$ cat config.mk
export PLATFORM = sky130hd
export DESIGN_NAME = if_fetch_stage
export DESIGN_NICKNAME = d
export VERILOG_FILES = /design/src/rtl/if_fetch_stage.sv
export SDC_FILE = /design/constraint.sdc
export NUM_CORES = 1
export LEC_CHECK = 0
export BUFFER_PORTS_ARGS = -buffer_cell sky130_fd_sc_hd__buf_4
export CAP_MARGIN = 20
export CORE_ASPECT_RATIO = 1.5
export CORE_MARGIN = 10
export CORE_UTILIZATION = 45
export CTS_CLUSTER_SIZE = 24
export DETAILED_ROUTE_END_ITERATION = 10
export HOLD_SLACK_MARGIN = 0.1
export PLACE_DENSITY_LB_ADDON = 0.12
export SKIP_LAST_GASP = 1
export SLEW_MARGIN = 20
export SYNTH_ARGS = -nofsm -noshare
export SYNTH_HDL_FRONTEND = slang
export SYNTH_SLANG_ARGS = --single-unit
$ cat constraint.sdc
create_clock -name i_clk -period 11.9 [get_ports i_clk]
set_input_delay 1.19 -clock i_clk [delete_from_list [all_inputs] [get_ports i_clk]]
set_output_delay 1.19 -clock i_clk [all_outputs]
set_load 0.005 [all_outputs]
$ cat src/rtl/if_fetch_stage.sv
// Instruction-fetch stage: owns the PC, issues one request per cycle to a
// fixed one-cycle-latency instruction memory, predecodes each returned word
// with a static predictor, and buffers {instruction, pc, prediction} in a
// small FIFO that feeds decode.
//
// Decode handshake: o_id_valid/o_id_* describe the FIFO head; the head is
// consumed on a cycle where o_id_valid && i_id_ready. While o_id_valid is
// high and i_id_ready is low, every o_id_* output holds its value. A redirect
// overrides the handshake: the head offered in that cycle is discarded.
module if_fetch_stage #(
    parameter logic [31:0] RESET_PC   = 32'h0000_0000,
    parameter int          FIFO_DEPTH = 2,
    parameter bit          PREDICT_EN = 1'b1
) (
    input  logic        i_clk,
    input  logic        i_rst,
    output logic        o_imem_req,
    output logic [31:0] o_imem_addr,
    input  logic [31:0] i_imem_rdata,
    input  logic        i_redirect_valid,
    input  logic [31:0] i_redirect_pc,
    input  logic        i_id_ready,
    output logic        o_id_valid,
    output logic [31:0] o_id_instruction,
    output logic [31:0] o_id_pc,
    output logic        o_id_pred_taken,
    output logic [31:0] o_id_pred_target
);

    localparam int PTR_W = (FIFO_DEPTH > 1) ? $clog2(FIFO_DEPTH) : 1;
    localparam int CNT_W = $clog2(FIFO_DEPTH + 1);
    localparam logic [PTR_W-1:0] LAST_IDX  = PTR_W'(FIFO_DEPTH - 1);
    localparam logic [CNT_W:0]   DEPTH_EXT = (CNT_W + 1)'(FIFO_DEPTH);

    // PC and in-flight request tracking
    logic [31:0] r_fetch_pc;
    logic        r_inflight;
    logic [31:0] r_inflight_pc;

    // Output buffer
    logic [31:0]      r_fifo_instr  [FIFO_DEPTH];
    logic [31:0]      r_fifo_pc     [FIFO_DEPTH];
    logic             r_fifo_taken  [FIFO_DEPTH];
    logic [31:0]      r_fifo_target [FIFO_DEPTH];
    logic [PTR_W-1:0] r_wr_ptr;
    logic [PTR_W-1:0] r_rd_ptr;
    logic [CNT_W-1:0] r_count;

    // Predecode and control
    logic [6:0]  w_opcode;
    logic [31:0] w_j_imm;
    logic [31:0] w_b_imm;
    logic        w_is_jal;
    logic        w_is_bback;
    logic        w_pred_taken;
    logic [31:0] w_pred_target;
    logic [31:0] w_target_aligned;
    logic        w_resp_taken;
    logic [31:0] w_addr;
    logic        w_pop;
    logic        w_fifo_pop;
    logic        w_push;
    logic [CNT_W:0] w_pending;
    logic        w_issue;
    logic        w_unused;

    // Low redirect bits are architecturally ignored.
    assign w_unused = ^i_redirect_pc[1:0];

    assign w_opcode = i_imem_rdata[6:0];
    assign w_j_imm  = {{11{i_imem_rdata[31]}}, i_imem_rdata[31], i_imem_rdata[19:12],
                       i_imem_rdata[20], i_imem_rdata[30:21], 1'b0};
    assign w_b_imm  = {{19{i_imem_rdata[31]}}, i_imem_rdata[31], i_imem_rdata[7],
                       i_imem_rdata[30:25], i_imem_rdata[11:8], 1'b0};
    assign w_is_jal   = (w_opcode == 7'b1101111);
    assign w_is_bback = (w_opcode == 7'b1100011) && i_imem_rdata[31];

    // Static prediction on the word returning this cycle: JAL and backward branches taken.
    always_comb begin
        w_pred_taken  = 1'b0;
        w_pred_target = r_inflight_pc + 32'd4;
        if (PREDICT_EN) begin
            if (w_is_jal) begin
                w_pred_taken  = 1'b1;
                w_pred_target = r_inflight_pc + w_j_imm;
            end else if (w_is_bback) begin
                w_pred_taken  = 1'b1;
                w_pred_target = r_inflight_pc + w_b_imm;
            end
        end
    end

    // A taken response steers this cycle's request straight to the target.
    assign w_target_aligned = {w_pred_target[31:2], 2'b00};
    assign w_resp_taken     = r_inflight && w_pred_taken;
    assign w_addr           = w_resp_taken ? w_target_aligned : r_fetch_pc;

    // Issue only if the word could still find a FIFO slot when it returns.
    assign w_pop      = o_id_valid && i_id_ready;
    assign w_fifo_pop = w_pop && !i_redirect_valid;
    assign w_push     = r_inflight && !i_redirect_valid;
    assign w_pending  = {1'b0, r_count} + (CNT_W + 1)'(r_inflight) - (CNT_W + 1)'(w_pop);
    assign w_issue    = !i_rst && !i_redirect_valid && (w_pending < DEPTH_EXT);

    assign o_imem_req  = w_issue;
    assign o_imem_addr = i_rst ? 32'd0 : w_addr;

    function automatic logic [PTR_W-1:0] next_ptr(input logic [PTR_W-1:0] p);
        return (p == LAST_IDX) ? '0 : p + 1'b1;
    endfunction

    // PC update: reset, then redirect, then sequential/predicted flow.
    always_ff @(posedge i_clk) begin
        if (i_rst) begin
            r_fetch_pc    <= {RESET_PC[31:2], 2'b00};
            r_inflight    <= 1'b0;
            r_inflight_pc <= 32'd0;
        end else if (i_redirect_valid) begin
            r_fetch_pc <= {i_redirect_pc[31:2], 2'b00};
            r_inflight <= 1'b0;
        end else begin
            r_inflight <= w_issue;
            if (w_issue) begin
                r_inflight_pc <= w_addr;
                r_fetch_pc    <= w_addr + 32'd4;
            end else if (w_resp_taken) begin
                r_fetch_pc <= w_target_aligned;
            end
        end
    end

    // FIFO pointers and occupancy; a redirect empties the buffer.
    always_ff @(posedge i_clk) begin
        if (i_rst || i_redirect_valid) begin
            r_wr_ptr <= '0;
            r_rd_ptr <= '0;
            r_count  <= '0;
        end else begin
            if (w_push) begin
                r_wr_ptr <= next_ptr(r_wr_ptr);
            end
            if (w_fifo_pop) begin
                r_rd_ptr <= next_ptr(r_rd_ptr);
            end
            case ({w_push, w_fifo_pop})
                2'b10:   r_count <= r_count + 1'b1;
                2'b01:   r_count <= r_count - 1'b1;
                default: r_count <= r_count;
            endcase
        end
    end

    // FIFO storage: capture the returning word with its PC and prediction.
    always_ff @(posedge i_clk) begin
        if (!i_rst && w_push) begin
            r_fifo_instr[r_wr_ptr]  <= i_imem_rdata;
            r_fifo_pc[r_wr_ptr]     <= r_inflight_pc;
            r_fifo_taken[r_wr_ptr]  <= w_pred_taken;
            r_fifo_target[r_wr_ptr] <= w_pred_target;
        end
    end

    // Head presentation; fields read as zero whenever no entry is offered.
    always_comb begin
        o_id_valid       = !i_rst && (r_count != '0);
        o_id_instruction = 32'd0;
        o_id_pc          = 32'd0;
        o_id_pred_taken  = 1'b0;
        o_id_pred_target = 32'd0;
        if (o_id_valid) begin
            o_id_instruction = r_fifo_instr[r_rd_ptr];
            o_id_pc          = r_fifo_pc[r_rd_ptr];
            o_id_pred_taken  = r_fifo_taken[r_rd_ptr];
            o_id_pred_target = r_fifo_target[r_rd_ptr];
        end
    end

endmodule

==> impl_metrics.py <==
metrics = {
    "status": {
        "status": "complete, no violations",
    },
    "floorplanning": {
        "ioPinCount": 199,
        "core_area_mm2": 0.03355,
        "dieHeight_um": 245.9,
        "rows": 82,
        "die_area_mm2": 0.04195,
        "start_util": 0.4564,
        "die_w_um": 170.6,
    },
    "final_layout": {
        "design_area_mm2": 0.01801,
        "area_growth_pct": 17.61,
        "layout_common_cells": "nor2_1, buf_4, edfxtp_1",
        "multi_input_area_mm2": 0.007690,
        "diodes": 0,
        "nNetsFinal": 1880,
        "drive_above_1_share": 0.1699,
        "nFillCells": 3092,
        "final_common_cell": "nor2_1",
        "ff_latch_area_mm2": 0.007171,
    },
    "clocking": {
        "cts_setup_buffers": 0,
        "holdBufCountCts": 0,
        "worstSkewPairLatency_ns": 0.57,
        "cts-root-buf": "clkbuf_16",
        "cts.sinks": 262,
        "htree_levels": 1,
        "cts_tree": "done",
        "ctsLongestPathBuffers": 3,
        "cts_resized": 0,
        "clk_pin_slew_worst_paths_ns": 0.06,
        "cts_made_buffers": 27,
    },
    "detailed_routing": {
        "drtPass1Iterations": 6,
        "postRouteAntennaNets": 0,
        "wl_met2_mm": 26.21,
        "dr_wl_met3_mm": 2.736,
        "wirelength_mm": 53.59,
        "vias": 13080,
        "routedLengthMet1_mm": 21.36,
        "wire_per_inst_um": 24.33,
        "drc": 0,
        "routed.top_layer": "met4",
        "drt_iter0_drc": 814,
        "vias_per_cell": 5.936,
    },
    "synthesis": {
        "synth.avg_cell_area_um2": 9.581,
        "ys_types": 92,
        "ys_seq_elements": 262,
        "async_reset_ff_frac": 0,
        "synth_edf_count": 192,
        "synth.cell_area_mm2": 0.01531,
        "ys.flop_type": "edfxtp_1",
        "yosysWarnings": 0,
        "netlist_instances": 1598,
        "synth_nets": 1716,
        "yosysSeqAreaShare": 0.4681,
    },
    "place": {
        "post-place-ws_ns": 5.409,
        "placement.io_buffers": 196,
        "hpwl_mm": 40.83,
        "place_area_mm2": 0.01717,
        "globalplace.congestion": 1.008,
    },
    "sta": {
        "setup_violations": 0,
        "max_slew_margin": 0.2537,
        "worst_pin_slew_ns": 1.119,
        "period_share": 0.5303,
        "hold_viol": 0,
        "finClkSkew_ns": 0.01571,
        "tns_ns": 0,
        "setup_slack_ns": 5.589,
        "slew_viol_final": 0,
        "min_period_ns": 6.311,
        "max_freq_mhz": 158.4,
        "rsz0062_at_grt": "false",
    },
    "critical_path": {
        "cp_cell_sequence": "buf_4 -> ha_1 -> inv_1 -> fa_1 -> nand2b_1 -> a211oi_2 -> o211ai_1 -> a211oi_1 -> nor2_1 -> o21ai_0 -> xor2_1 -> a221oi_1 -> nor2_1 -> buf_4",
        "critPathKind": "input pin to output port",
        "cp.arrival_ns": 5.12,
        "setup.worst_path.start_class": "input pin",
        "worstSetupEndpointType": "output port",
        "path_max_fanout": 6,
        "cpPeakStageDelay_ns": 0.73,
        "critical-path-slowest-cell": "a221oi_1",
        "critPathRequiredTime_ns": 10.71,
    },
    "global_routing": {
        "grt_pass1_wl_mm": 78.97,
        "first_global_vias": 12900,
        "antenna_found_initial": 0,
        "grt_start_max_net_pins": 92,
        "overflow": 0,
        "grt_usage": 0.2480,
    },
    "power_and_ir_drop": {
        "leakage_nw": 6.587,
        "combPwrFrac": 0.128,
        "clkPwrFrac": 0.386,
        "p_sw_frac": 0.2620,
        "p_per_area_mw_per_mm2": 116.2,
        "p_int_mw": 1.544,
        "p_sw_mw": 0.5480,
        "p_seq_frac": 0.486,
        "max-vdd-ir-drop_mv": 0.1311,
    },
    "run": {
        "maxCapViolCount": 0,
    },
    "hold_path": {
        "min_path_type": "flip-flop to flip-flop",
    },
}
==> flip-flops by register name (all words and copies together), names as in the netlist, named ones only <==
register       cells
r_fetch_pc        32
r_count            2
r_inflight_pc     32
r_fifo_pc         63
r_rd_ptr           1
r_wr_ptr           1
r_fifo_instr      64
r_fifo_taken       2
r_fifo_target     63
r_inflight         1
==> per-stage QoR <==
step / hold WS (ns) / power, mW / util / instances
floorplan: 0.4259 / 1.191 / - / 1598
global placement: 0.4663 / 1.297 / 0.5116 / 2153
detailed placement: 0.4655 / 1.299 / 0.5116 / 2153
CTS: 0.4768 / 2.106 / 0.5367 / 2203
global route: 0.4926 / 2.169 / 0.5367 / 2203
finish: 0.4670 / 2.092 / 0.5367 / 2203
==> synthesized netlist by cell type, drive strengths merged (14+ instances only) <==
cell type	n	area [um^2]
nor2	266	998.5
edfxtp	192	5766
nand2	143	536.8
a21oi	110	565.6
mux2i	104	1041
o21ai	76	399.1
dfxtp	70	1401
clkbuf	56	210.2
ha	47	588.1
nor3	41	210.2
xnor2	37	324.1
a211oi	36	285.3
nand3	35	175.2
nand4	32	200.2
inv	31	116.4
buf	30	141.4
xor2	26	227.7
o21a	22	180.2
o211ai	14	110.1
==> power by group through the flow <==
stage | registers (mW) | clock network [mW] | logic, mW
after CTS | 1.02 | 0.825 | 0.265
after detailed placement | 1.04 | 0 | 0.264
after global routing | 1.02 | 0.861 | 0.290
after global placement | 1.03 | 0 | 0.262
final | 1.02 | 0.807 | 0.268
after floorplan | 1.03 | 0 | 0.162
==> per-layer routing <==
layer | vias to the layer above | track usage
li1 | 6234 | -
met1 | 6287 | 0.2910
met2 | 432 | 0.4216
met3 | 123 | 0.03647
met4 | 0 | 0.1439
met5 | - | 0
==> final cells by class <==
type                    instances  share of cell area
clock buffers                  42             0.04301
clock inverters                 8            0.003752
inverters                      32            0.006670
multi-input cells            1218              0.4270
flip-flops and latches        262              0.3982
well taps                     420             0.02918
repair buffers                221             0.09213
==> worst paths after layout <==
path / start / to / slack (ns) / depth (start not counted)
setup reg to reg: r_count[1] / r_fetch_pc[30] / 6.36 / 21
hold reg to reg: r_inflight_pc[0] / r_fifo_target[0][0] / 0.47 / 0
hold / removal: r_inflight_pc[0] / r_fifo_target[0][0] / 0.47 / 0
setup / recovery: i_imem_rdata[21] / o_imem_addr[29] / 5.59 / 14
==> worst max-delay path, delay by kind of cell <==
kind                       cells  cell delay (ns)
AOI/OAI and AO/OA              5             2.40
and+or+nand+nor                3             0.48
adders and majority gates      2             0.56
buffers and inverters          3             0.33
xor gates and xnor gates       1             0.14
==> logic make-up (layout without fill, tap and decap cells) <==
group	after synthesis	count (layout)	share of synthesized area
XOR/XNOR	63	63	0.03604
AO/OA/AOI/OAI	386	386	0.1693
AND/OR/NAND/NOR	613	613	0.1839
adder cells (fa/ha/maj)	50	50	0.04233
multiplexers	106	106	0.06946
flip-flops	262	262	0.4681
buffers and inverters	118	303	0.03081
No activity file was read; power rests on OpenSTA's default activity.
